==> config.mk <==
export PLATFORM = sky130hd
export DESIGN_NAME = vx_dispatch_batcher
export DESIGN_NICKNAME = d
export VERILOG_FILES = /design/src/rtl/vx_batch_pkg.sv /design/src/rtl/vx_batch_find_next.sv /design/src/rtl/vx_dispatch_batcher.sv
export SDC_FILE = /design/constraint.sdc
export NUM_CORES = 1
export LEC_CHECK = 0
export BUFFER_PORTS_ARGS = -buffer_cell sky130_fd_sc_hd__buf_2
export CORE_AREA = 2 2 534 536
export DETAILED_ROUTE_END_ITERATION = 16
export DIE_AREA = 0 0 536 538
export PLACE_DENSITY = 0.37
export SYNTH_ARGS = -nofsm -noshare
export SYNTH_HDL_FRONTEND = slang
export SYNTH_SLANG_ARGS = --single-unit
==> constraint.sdc <==
create_clock -name clk -period 2.3 [get_ports clk]
set_input_delay 0.23 -clock clk [delete_from_list [all_inputs] [get_ports clk]]
set_output_delay 0.23 -clock clk [all_outputs]
set_load 0.05 [all_outputs]
==> src/rtl/vx_batch_pkg.sv <==
// Packet types and sizing helpers shared by the dispatch batcher and its users.
// The DEF_* types describe the default 8-thread / 4-lane / 32-bit build.
package vx_batch_pkg;

    localparam int UUID_W    = 16;
    localparam int WIS_W     = 2;
    localparam int OP_TYPE_W = 4;
    localparam int OP_MOD_W  = 3;
    localparam int REG_W     = 5;

    localparam int DEF_NUM_THREADS = 8;
    localparam int DEF_LANES       = 4;
    localparam int DEF_XLEN        = 32;

    typedef enum logic {
        IDLE = 1'b0,
        BUSY = 1'b1
    } state_e;

    function automatic int clog2_min1(input int n);
        return (n > 1) ? $clog2(n) : 1;
    endfunction

    function automatic int batches_of(input int nt, input int lanes);
        return nt / lanes;
    endfunction

    function automatic int disp_w(input int nt, input int xlen);
        return UUID_W + WIS_W + nt + OP_TYPE_W + OP_MOD_W + 3 + 2 * xlen + REG_W
             + clog2_min1(nt) + 3 * nt * xlen + 1;
    endfunction

    function automatic int batch_w(input int nt, input int lanes, input int xlen);
        return UUID_W + WIS_W + lanes + OP_TYPE_W + OP_MOD_W + 3 + 2 * xlen + REG_W
             + clog2_min1(nt) + 3 * lanes * xlen + 1
             + clog2_min1(batches_of(nt, lanes)) + 2;
    endfunction

    localparam int DEF_BATCHES = batches_of(DEF_NUM_THREADS, DEF_LANES);
    localparam int DEF_PID_W   = clog2_min1(DEF_BATCHES);
    localparam int DEF_TID_W   = clog2_min1(DEF_NUM_THREADS);

    typedef struct packed {
        logic [UUID_W-1:0]                            uuid;
        logic [WIS_W-1:0]                             wis;
        logic [DEF_NUM_THREADS-1:0]                   tmask;
        logic [OP_TYPE_W-1:0]                         op_type;
        logic [OP_MOD_W-1:0]                          op_mod;
        logic                                         wb;
        logic                                         use_PC;
        logic                                         use_imm;
        logic [DEF_XLEN-1:0]                          PC;
        logic [DEF_XLEN-1:0]                          imm;
        logic [REG_W-1:0]                             rd;
        logic [DEF_TID_W-1:0]                         tid;
        logic [DEF_NUM_THREADS-1:0][DEF_XLEN-1:0]     rs1_data;
        logic [DEF_NUM_THREADS-1:0][DEF_XLEN-1:0]     rs2_data;
        logic [DEF_NUM_THREADS-1:0][DEF_XLEN-1:0]     rs3_data;
        logic                                         is_mstore;
    } disp_pkt_t;

    typedef struct packed {
        logic [UUID_W-1:0]                  uuid;
        logic [WIS_W-1:0]                   wis;
        logic [DEF_LANES-1:0]               tmask;
        logic [OP_TYPE_W-1:0]               op_type;
        logic [OP_MOD_W-1:0]                op_mod;
        logic                               wb;
        logic                               use_PC;
        logic                               use_imm;
        logic [DEF_XLEN-1:0]                PC;
        logic [DEF_XLEN-1:0]                imm;
        logic [REG_W-1:0]                   rd;
        logic [DEF_TID_W-1:0]               tid;
        logic [DEF_LANES-1:0][DEF_XLEN-1:0] rs1_data;
        logic [DEF_LANES-1:0][DEF_XLEN-1:0] rs2_data;
        logic [DEF_LANES-1:0][DEF_XLEN-1:0] rs3_data;
        logic                               is_mstore;
        logic [DEF_PID_W-1:0]               pid;
        logic                               sop;
        logic                               eop;
    } batch_pkt_t;

endpackage

==> src/rtl/vx_batch_find_next.sv <==
// Finds the lowest active batch at or above start, and whether any active batch lies beyond it.
// Purely combinational; is_last is 1 when nothing is found.
module vx_batch_find_next #(
    parameter int BATCHES = 2,
    parameter int PID_W   = 1
) (
    input  logic [BATCHES-1:0] active,
    input  logic [PID_W:0]     start,
    output logic [PID_W-1:0]   next_pid,
    output logic               found,
    output logic               is_last
);

    always_comb begin
        next_pid = '0;
        found    = 1'b0;
        is_last  = 1'b1;
        // Descending scan so the lowest qualifying index is the one that sticks.
        for (int b = BATCHES - 1; b >= 0; b--) begin
            if (active[b] && (b >= int'(start))) begin
                next_pid = PID_W'(b);
                found    = 1'b1;
            end
        end
        for (int b = 0; b < BATCHES; b++) begin
            if (found && active[b] && (b > int'(next_pid))) begin
                is_last = 1'b0;
            end
        end
    end

endmodule

==> src/rtl/vx_dispatch_batcher.sv <==
// Splits a wide dispatch packet into LANES-wide batches; 1-cycle latency, registered output held under backpressure.
// A new packet is taken on the last batch handshake; DISPATCH_BATCH_SKIP_EN drops batches with an empty tmask slice.
module vx_dispatch_batcher
    import vx_batch_pkg::*;
#(
    parameter int NUM_THREADS = 8,
    parameter int LANES       = 4,
    parameter int XLEN        = 32
) (
    input  logic                                         clk,
    input  logic                                         reset,
    input  logic                                         in_valid,
    input  logic [disp_w(NUM_THREADS, XLEN)-1:0]         in_data,
    output logic                                         in_ready,
    output logic                                         out_valid,
    output logic [batch_w(NUM_THREADS, LANES, XLEN)-1:0] out_data,
    input  logic                                         out_ready
);

    localparam int BATCHES = batches_of(NUM_THREADS, LANES);
    localparam int PID_W   = clog2_min1(BATCHES);
    localparam int TID_W   = clog2_min1(NUM_THREADS);

    if (LANES < 1 || (NUM_THREADS % LANES) != 0) begin : g_bad_lanes
        $error("vx_dispatch_batcher: LANES must divide NUM_THREADS");
    end

    typedef struct packed {
        logic [UUID_W-1:0]                    uuid;
        logic [WIS_W-1:0]                     wis;
        logic [NUM_THREADS-1:0]               tmask;
        logic [OP_TYPE_W-1:0]                 op_type;
        logic [OP_MOD_W-1:0]                  op_mod;
        logic                                 wb;
        logic                                 use_PC;
        logic                                 use_imm;
        logic [XLEN-1:0]                      PC;
        logic [XLEN-1:0]                      imm;
        logic [REG_W-1:0]                     rd;
        logic [TID_W-1:0]                     tid;
        logic [NUM_THREADS-1:0][XLEN-1:0]     rs1_data;
        logic [NUM_THREADS-1:0][XLEN-1:0]     rs2_data;
        logic [NUM_THREADS-1:0][XLEN-1:0]     rs3_data;
        logic                                 is_mstore;
    } disp_t;

    typedef struct packed {
        logic [UUID_W-1:0]              uuid;
        logic [WIS_W-1:0]               wis;
        logic [LANES-1:0]               tmask;
        logic [OP_TYPE_W-1:0]           op_type;
        logic [OP_MOD_W-1:0]            op_mod;
        logic                           wb;
        logic                           use_PC;
        logic                           use_imm;
        logic [XLEN-1:0]                PC;
        logic [XLEN-1:0]                imm;
        logic [REG_W-1:0]               rd;
        logic [TID_W-1:0]               tid;
        logic [LANES-1:0][XLEN-1:0]     rs1_data;
        logic [LANES-1:0][XLEN-1:0]     rs2_data;
        logic [LANES-1:0][XLEN-1:0]     rs3_data;
        logic                           is_mstore;
        logic [PID_W-1:0]               pid;
        logic                           sop;
        logic                           eop;
    } batch_t;

    disp_t            in_pkt, pkt_q, pkt_d;
    batch_t           out_b;
    state_e           state_q, state_d;
    logic [PID_W-1:0] pid_q, pid_d, first_pid, adv_pid;
    logic             sop_q, sop_d, eop_q, eop_d;
    logic [BATCHES-1:0] in_active, held_active;
    logic             first_found, first_last, adv_found, adv_last;
    logic             accept, fire;
    logic [TID_W-1:0] idx;

    assign in_pkt = in_data;

    for (genvar b = 0; b < BATCHES; b++) begin : g_active
`ifdef DISPATCH_BATCH_SKIP_EN
        assign in_active[b]   = |in_pkt.tmask[b*LANES +: LANES];
        assign held_active[b] = |pkt_q.tmask[b*LANES +: LANES];
`else
        assign in_active[b]   = 1'b1;
        assign held_active[b] = 1'b1;
`endif
    end

    vx_batch_find_next #(.BATCHES(BATCHES), .PID_W(PID_W)) u_find_first (
        .active   (in_active),
        .start    ('0),
        .next_pid (first_pid),
        .found    (first_found),
        .is_last  (first_last)
    );

    vx_batch_find_next #(.BATCHES(BATCHES), .PID_W(PID_W)) u_find_adv (
        .active   (held_active),
        .start    ({1'b0, pid_q} + (PID_W+1)'(1)),
        .next_pid (adv_pid),
        .found    (adv_found),
        .is_last  (adv_last)
    );

    assign out_valid = (state_q == BUSY);
    assign in_ready  = !reset && (!out_valid || (out_ready && eop_q));
    assign accept    = in_valid && in_ready;
    assign fire      = out_valid && out_ready;

    always_comb begin
        state_d = state_q;
        pkt_d   = pkt_q;
        pid_d   = pid_q;
        sop_d   = sop_q;
        eop_d   = eop_q;
        if (accept) begin
            // An all-empty packet still goes out once, as batch 0.
            state_d = BUSY;
            pkt_d   = in_pkt;
            pid_d   = first_found ? first_pid : '0;
            sop_d   = 1'b1;
            eop_d   = first_last;
        end else if (fire && eop_q) begin
            state_d = IDLE;
        end else if (fire) begin
            pid_d = adv_found ? adv_pid : pid_q;
            sop_d = 1'b0;
            eop_d = adv_last;
        end
    end

    always_ff @(posedge clk) begin
        if (reset) begin
            state_q <= IDLE;
            pkt_q   <= '0;
            pid_q   <= '0;
            sop_q   <= 1'b0;
            eop_q   <= 1'b0;
        end else begin
            state_q <= state_d;
            pkt_q   <= pkt_d;
            pid_q   <= pid_d;
            sop_q   <= sop_d;
            eop_q   <= eop_d;
        end
    end

    always_comb begin
        out_b           = '0;
        idx             = '0;
        out_b.uuid      = pkt_q.uuid;
        out_b.wis       = pkt_q.wis;
        out_b.op_type   = pkt_q.op_type;
        out_b.op_mod    = pkt_q.op_mod;
        out_b.wb        = pkt_q.wb;
        out_b.use_PC    = pkt_q.use_PC;
        out_b.use_imm   = pkt_q.use_imm;
        out_b.PC        = pkt_q.PC;
        out_b.imm       = pkt_q.imm;
        out_b.rd        = pkt_q.rd;
        out_b.tid       = pkt_q.tid;
        out_b.is_mstore = pkt_q.is_mstore;
        for (int l = 0; l < LANES; l++) begin
            idx                = TID_W'(int'(pid_q) * LANES + l);
            out_b.tmask[l]     = pkt_q.tmask[idx];
            out_b.rs1_data[l]  = pkt_q.rs1_data[idx];
            out_b.rs2_data[l]  = pkt_q.rs2_data[idx];
            out_b.rs3_data[l]  = pkt_q.rs3_data[idx];
        end
        out_b.pid = pid_q;
        out_b.sop = sop_q;
        out_b.eop = eop_q;
    end

    assign out_data = out_b;

endmodule

==> results.md, run 1 <==
- Outcome: finished, violations left
- Failing checks: negative setup slack
- Pleak: 31.3 nW
- DIE AREA: 0.288 mm²
- Syn Nets: 4261
- Avg Vias per Cell: 3.45
- Cell Chain, Critical Path: buf_16 -> buf_16 -> buf_12 -> buf_16 -> mux2_2 -> buf_2
- Critical Path RT: 2.07 ns
- Post-DP HPWL: ~160000 µm
- Sum of negative setup slack: -119.57 ns
- Critical path launch point: pid_q
- Max transition margin: 40.8%
- Final slew viol count: 0
- Max frequency: 0.364 GHz
- M2 GR Usage: 21.6%
- Detailed Route WL: between 200000 and 250000 µm
- Clk root buf: clkbuf_16
- Max cap viols: 0
- Worst Path Class, Setup: register to primary output
- # DRC: 0
- CP max-delay cell: dfxtp_4
- Top cells by area, synth: dfxtp_1, mux2_2, mux2_4
- Worst setup path end: out_data[340]
- RSZ-0062 raised after global routing: yes
- Worst skew pair latency: 0.85 ns
- Main combinational cell family by area after synthesis: multiplexers
- PnR worst setup slack: -0.446 ns
- WP data arrival: 2.52 ns
- Peak supply drop: approximately 0.67 mV
- Worst hold path type: input pin to register
- Core area: 0.283 mm²
- Finish-stage setup viols: 389
- Global-route wire length before repair: ~280000 µm
- Synth Area in XOR/XNOR: 0%
- CTS sink cnt: roughly 880
- Placed Instances: 8311
- Compound-gate portion of the synthesized area: 0.0843%
- DIE WIDTH: approximately 540 µm
- Worst Tran Pin Value: between 0.8 and 0.9 ns
- Final Power: 0.0473 W
- Cell variety after synth: 19
- Top cell by count, worst path: buf_16
- GR Layer Usage met1: between 10% and 20%
- First-pass DRT Iterations: 4
- Crit-path max cell delay: 0.40 ns
- Global-route usage over all layers: 13.4%
- Adder-cell share of the synthesized area: 0%
- Pin count of the biggest net entering global routing: around 120
- Synthesized area: 0.0415 mm²
- Pwr dens: approximately 700 mW/mm²
- Crit path max fanout: 15
- Num ports: ~1.4k
- Initial antenna violation count: 47
- Grt peak-use layer: met2
- Worst r2r src: out_valid
- Port bufs: 1374
- Worst r2r path cells: 6
- Clock Skew: about 0.051 ns
- Seq/Total Area, Yosys: 42.5%
- Die height: 538 µm
- Warnings from Yosys: 0
- Area leader, netlist: dfxtp_1
- Clk slew on worst S/H paths: 0.06 ns
- Mux cell area share after synthesis: 38.9%
- Met3 Usage GRT: 5.66%
- Gp weighted congestion: 0.860
- H-tree Lvls: 3
- Starting DRT DRC Count: roughly 940
- Post-route ant nets: 0
- Nets: about 6.5k
- Fin cells: 9474
- Critical path endpoint category: primary output
- Synth top area share: 42.5%
- Terminus of the critical flop-to-flop path: out_valid
- Fraction of layout cells with a size suffix above 1: 52.3%
- Tmin final: 2.75 ns
- Row Count: 196
- Num CTS Buffers: 118
- Syn Area/Cell: 12.3 µm²
- Cells after Synth: 3380
- WL per Instance: 21.5 µm
- CP Launch Type: register
- Initial Util: 14.7%
- Synth Area in Simple Gates: 13.3%
- TritonCTS clock tree: built
- DR vias: around 33k
- Setup slack, reg-to-reg: between 0.15 and 0.2 ns
- Synth-to-Final Area Change: 64.7%
- Final Hold Fails: 0
- CTS Buffer Depth: 4
- Crit share post-route: 119%
- Total gr overflow: 0
- Vias in the first global route: between 30k and 40k
- FF+latch count, synth: 881
==> what timing repair did <==
action | CTS | global route
endpoints found under the hold margin | 881 | 0
gates resized for setup | 416 | 342
hold buffers | 884 | 0
endpoints found under the setup margin | 390 | 390
gates cloned | 11 | 2
setup buffers | 20 | 9
==> state kept, by name, summed over array words and instances, names as in the netlist <==
name / flops
out_data: 101
out_valid: 1
eop_q: 1
pkt_q: 776
pid_q: 1
sop_q: 1
==> cell usage after synthesis (all sizes together) <==
cell       n
nor2       3
a21oi      2
o21ai      2
dfxtp    881
or3        1
mux2    1265
a21boi     1
buf      218
nand3b     1
inv        1
and3b      1
nor2b    878
o21bai     1
clkbuf   125
==> layout by cell type, fill, tap and decap left out, types with 2 or more instances in the layout <==
cell type and count:
a21oi_1 2, buf_12 73, buf_16 19, buf_2 1183
buf_4 106, buf_6 83, buf_8 80, bufinv_16 6
clkbuf_1 35, clkbuf_16 120, clkbuf_4 4, clkbuf_8 32
clkinv_16 3, clkinv_2 12, clkinvlp_4 3, dfxtp_1 880
diode_2 27, dlygate4sd3_1 884, inv_6 2, mux2_1 23
mux2_2 584, mux2_4 658, nor2_1 3, nor2b_1 878
o21ai_0 2
==> stage by stage <==
stage          setup slack, ns  util [%]  area (µm²)  hold slack (ns)
2_1_floorplan            0.167         -       41500            0.351
3_3_place_gp             0.215      18.5       52500            0.436
3_5_place_dp             0.189      18.5       52500            0.439
4_1_cts                 -0.576      23.8       67300          0.00532
5_1_grt                 -0.553      24.1       68400           0.0542
6_report                -0.446      24.2       68400            0.107
==> kinds of logic (layout without fill, tap and decap cells) <==
logic type             count (synthesis)  in the layout
AO/OA/AOI/OAI                          6              6
multiplexers                        1265           1265
other                                  0             27
buffers and inverters                344           2649
AND/OR/NAND/NOR                      884            884
flip-flops                           881            881
==> layer usage <==
layer	vias to the layer above	wire length, µm
li1	15800	-
met1	15600	86900
met2	1095	91900
met3	223	19800
met4	12	4660
met5	-	69
==> power breakdown <==
part | total [W] | internal (W) | leakage [nW] | switching (W)
sequential | 0.0170 | 0.0164 | 7.26 | 0.000564
combinational | 0.0115 | 0.00536 | 22.1 | 0.00610
clock | 0.0189 | 0.0112 | 1.92 | 0.00771
total | 0.0473 | 0.0330 | 31.3 | 0.0144
==> how the worst min path moves through the flow <==
stage / from / to / slack [ns] / depth (start not counted)
floorplan: in_valid / out_valid / 0.35 / 2
global placement: in_data[511] / pkt_q[511] / 0.44 / 2
detailed placement: in_data[293] / pkt_q[293] / 0.44 / 2
CTS: reset / pkt_q[195] / 0.005 / 4
global route: reset / pkt_q[197] / 0.05 / 4
finish: in_data[379] / pkt_q[379] / 0.11 / 3
==> cell type report <==
| class | instances | area [µm²] |
|---|---|---|
| inverters | 1 | 3.75 |
| clock buffers | 185 | 3520 |
| repair buffers | 2435 | 19800 |
| diodes | 27 | 67.6 |
| well taps | 3762 | 4710 |
| fillers | 30300 | 215000 |
| flip-flops and latches | 881 | 17600 |
| multi-input cells | 2155 | 22300 |
| clock inverters | 28 | 399 |
==> worst max-delay path: cells and delay by family (launching register included) <==
family   cells  cell delay (ns)
mux          1             0.36
flops        1             0.40
buf+inv      5             0.82
No activity file was read; power rests on OpenSTA's default activity.
==> run 2: changes to the inputs <==
ABC_CLOCK_PERIOD_IN_PS = 2300   (was unset)
CORE_AREA = 2 2 540 542   (was 2 2 534 536)
CTS_BUF_LIST = sky130_fd_sc_hd__clkbuf_2 sky130_fd_sc_hd__clkbuf_4 sky130_fd_sc_hd__clkbuf_8   (was unset)
DIE_AREA = 0 0 542 544   (was 0 0 536 538)
REMOVE_ABC_BUFFERS = 1   (was unset)
==> run 2 against run 1 <==
Net effect: the run still ends with negative setup slack left; fmax down 2.2%; critical path depth down 2; routed wire length up 2.5%; worst setup slack worse by 0.062 ns; clock power about the same; die area up 2.2%; register-to-register slack worse by 0.10 ns; critical path type unchanged; largest cell class is now non-clock buffers; highest routed layer unchanged.
==> results.md, run 2 (synthesis results as in run 1) <==
- Failing checks: negative setup slack
- Cell Chain, Critical Path: clkbuf_16 -> buf_12 -> mux2_2 -> buf_2
- Fraction of layout cells with a size suffix above 1: 46.8%
- Gp weighted congestion: between 0.7 and 0.8
- Final Power: 0.0479 W
- Worst skew pair latency: ~0.94 ns
- Vias in the first global route: a little under 40k
- Commonest non-fill, non-tap cell in the layout: dlygate4sd3_1
- Worst path bufs/invs: 3
- DR vias: 36.2k
- TritonCTS clock tree: built
- Port bufs: 1374
- Pleak: approximately 34 nW
- Global-route wire length before repair: 284000 µm
- CP max-delay cell: mux2_2
- Area of the multi-input gates: 0.0221 mm²
- Clock power share: between 30% and 40%
- Num ports: 1375
- CP Launch Type: register
- Reg power frac: 35.4%
- Detailed Route WL: ~210000 µm
- Crit path max fanout: 18
- Die height: 544 µm
- Final slew viol count: 0
- Peak supply drop: 0.483 mV
- Tmin final: between 2 and 3 ns
- Max transition margin: 52.8%
- Switching part of the total: 31.1%
- Most frequent cells in the layout: dlygate4sd3_1, buf_2, dfxtp_1, nor2b_1, mux2_2
- Max reg flops: 776
- DIE AREA: 0.295 mm²
- Crit-path max cell delay: 0.44 ns
- CTS sink cnt: slightly below 900
- Initial antenna violation count: 60
- Final core occ: a little over a quarter
- Biggest register: pkt_q
- Sw power: 0.0149 W
- Kind of cell adding the most delay to the critical path: buffers and inverters
- First-pass DRT Iterations: 4
- Clock Skew: 0.0418 ns
- PnR worst setup slack: -0.508 ns
- CTS Buffer Depth: 4
- Clk root buf: clkbuf_8
- RSZ-0062 raised after global routing: yes
- Avg Vias per Cell: 3.48
- Worst r2r path cells: 6
- Max cap viols: 0
- Storage element area: 0.0176 mm²
- Critical path endpoint category: primary output
- Synth-to-Final Area Change: 82.0%
- Crit share post-route: 122%
- DIE WIDTH: 542 µm
- Post-DP HPWL: 156000 µm
- Max frequency: 0.356 GHz
- Fillers: between 30k and 40k
- Global-route usage over all layers: a little over an eighth
- Placed Instances: ~8.3k
- Finish-stage setup viols: 390
- Combinational Power Share: 25.4%
- Final Hold Fails: 0
- Outcome: finished, violations left
- Post-route ant nets: 0
- Clk slew on worst S/H paths: around 0.06 ns
- Starting DRT DRC Count: 1176
- WL per Instance: 20.1 µm
- H-tree Lvls: 4
- Total gr overflow: 0
- Pwr dens: between 600 and 700 mW/mm²
- Worst Path Class, Setup: register to primary output
- Fin cells: 10.4k
- Critical Path RT: 2.07 ns
- Nets: 7302
- Sum of negative setup slack: -155.41 ns
- # DRC: 0
- Num CTS Buffers: 185
- Row Count: between 150 and 200
- Initial Util: 14.4%
- Cell-internal power: 0.0330 W
- WP data arrival: 2.58 ns
- Core area: 0.289 mm²
- Pin count of the biggest net entering global routing: 117
- Worst Tran Pin Value: a little over 0.7 ns
- Worst hold path type: input pin to register
- Hold Crit Depth: 3
- Cell depth of the worst setup path: 4
[run 2: power groups by stage]
| stage | logic [W] | registers (W) | clock network (W) |
|---|---|---|---|
| 6_report | 0.0122 | 0.0170 | 0.0188 |
| 4_1_cts | 0.0119 | 0.0170 | 0.0198 |
| 3_5_place_dp | 0.00927 | 0.0173 | 0 |
| 5_1_grt | 0.0129 | 0.0171 | 0.0203 |
| 3_3_place_gp | 0.00922 | 0.0173 | 0 |
| 2_1_floorplan | 0.00719 | 0.0175 | 0 |
[run 2: final cells by class]
type                       instances  share of cell area (%)
antenna                           37                   0.123
tap                             3800                    6.29
inverter                           1                 0.00497
clock buffer                     288                    4.74
sequential                       881                    23.3
multi-input combinational       2155                    29.2
timing repair buffer            3197                    35.7
clock inverter                    32                   0.551
[run 2: layer usage]
layer	track usage [%]	routed length (µm)	share of wire, %	vias up
met4	3.77	5380	2.6	30
met2	22.1	96200	46	1189
met3	5.34	21400	10	309
li1	-	-	-	17500
met5	0	196	0.094	-
met1	15.8	85300	41	17200
[run 2: worst paths after layout]
kind	start	endpoint	slack (ns)
setup / recovery	pid_q	out_data[302]	-0.51
hold reg to reg	pkt_q[293]	pkt_q[293]	0.58
hold / removal	in_data[160]	pkt_q[160]	0.13
setup reg to reg	out_valid	pkt_q[185]	0.09
[run 2: tightest hold or removal path, stage by stage]
cell           delay [ns]
dlygate4sd3_1        0.58
buf_2                0.12
mux2_2               0.12
[run 2: repair_timing]
action	CTS	global route
setup buffers	0	11
setup endpoints to repair	392	405
gates resized for setup	136	450
cloned	6	8
hold endpoints to repair	881	0
hold buffers	1694	0
[run 2: through the flow]
| stage | area [µm²] | setup slack [ns] | hold WS [ns] |
|---|---|---|---|
| 2_1_floorplan | 39400 | -26.71 | 0.299 |
| 3_3_place_gp | 52400 | 0.287 | 0.435 |
| 3_5_place_dp | 52400 | 0.280 | 0.440 |
| 4_1_cts | 74000 | -0.781 | 0.000238 |
| 5_1_grt | 75600 | -0.710 | 0.0137 |
| 6_report | 75600 | -0.508 | 0.128 |
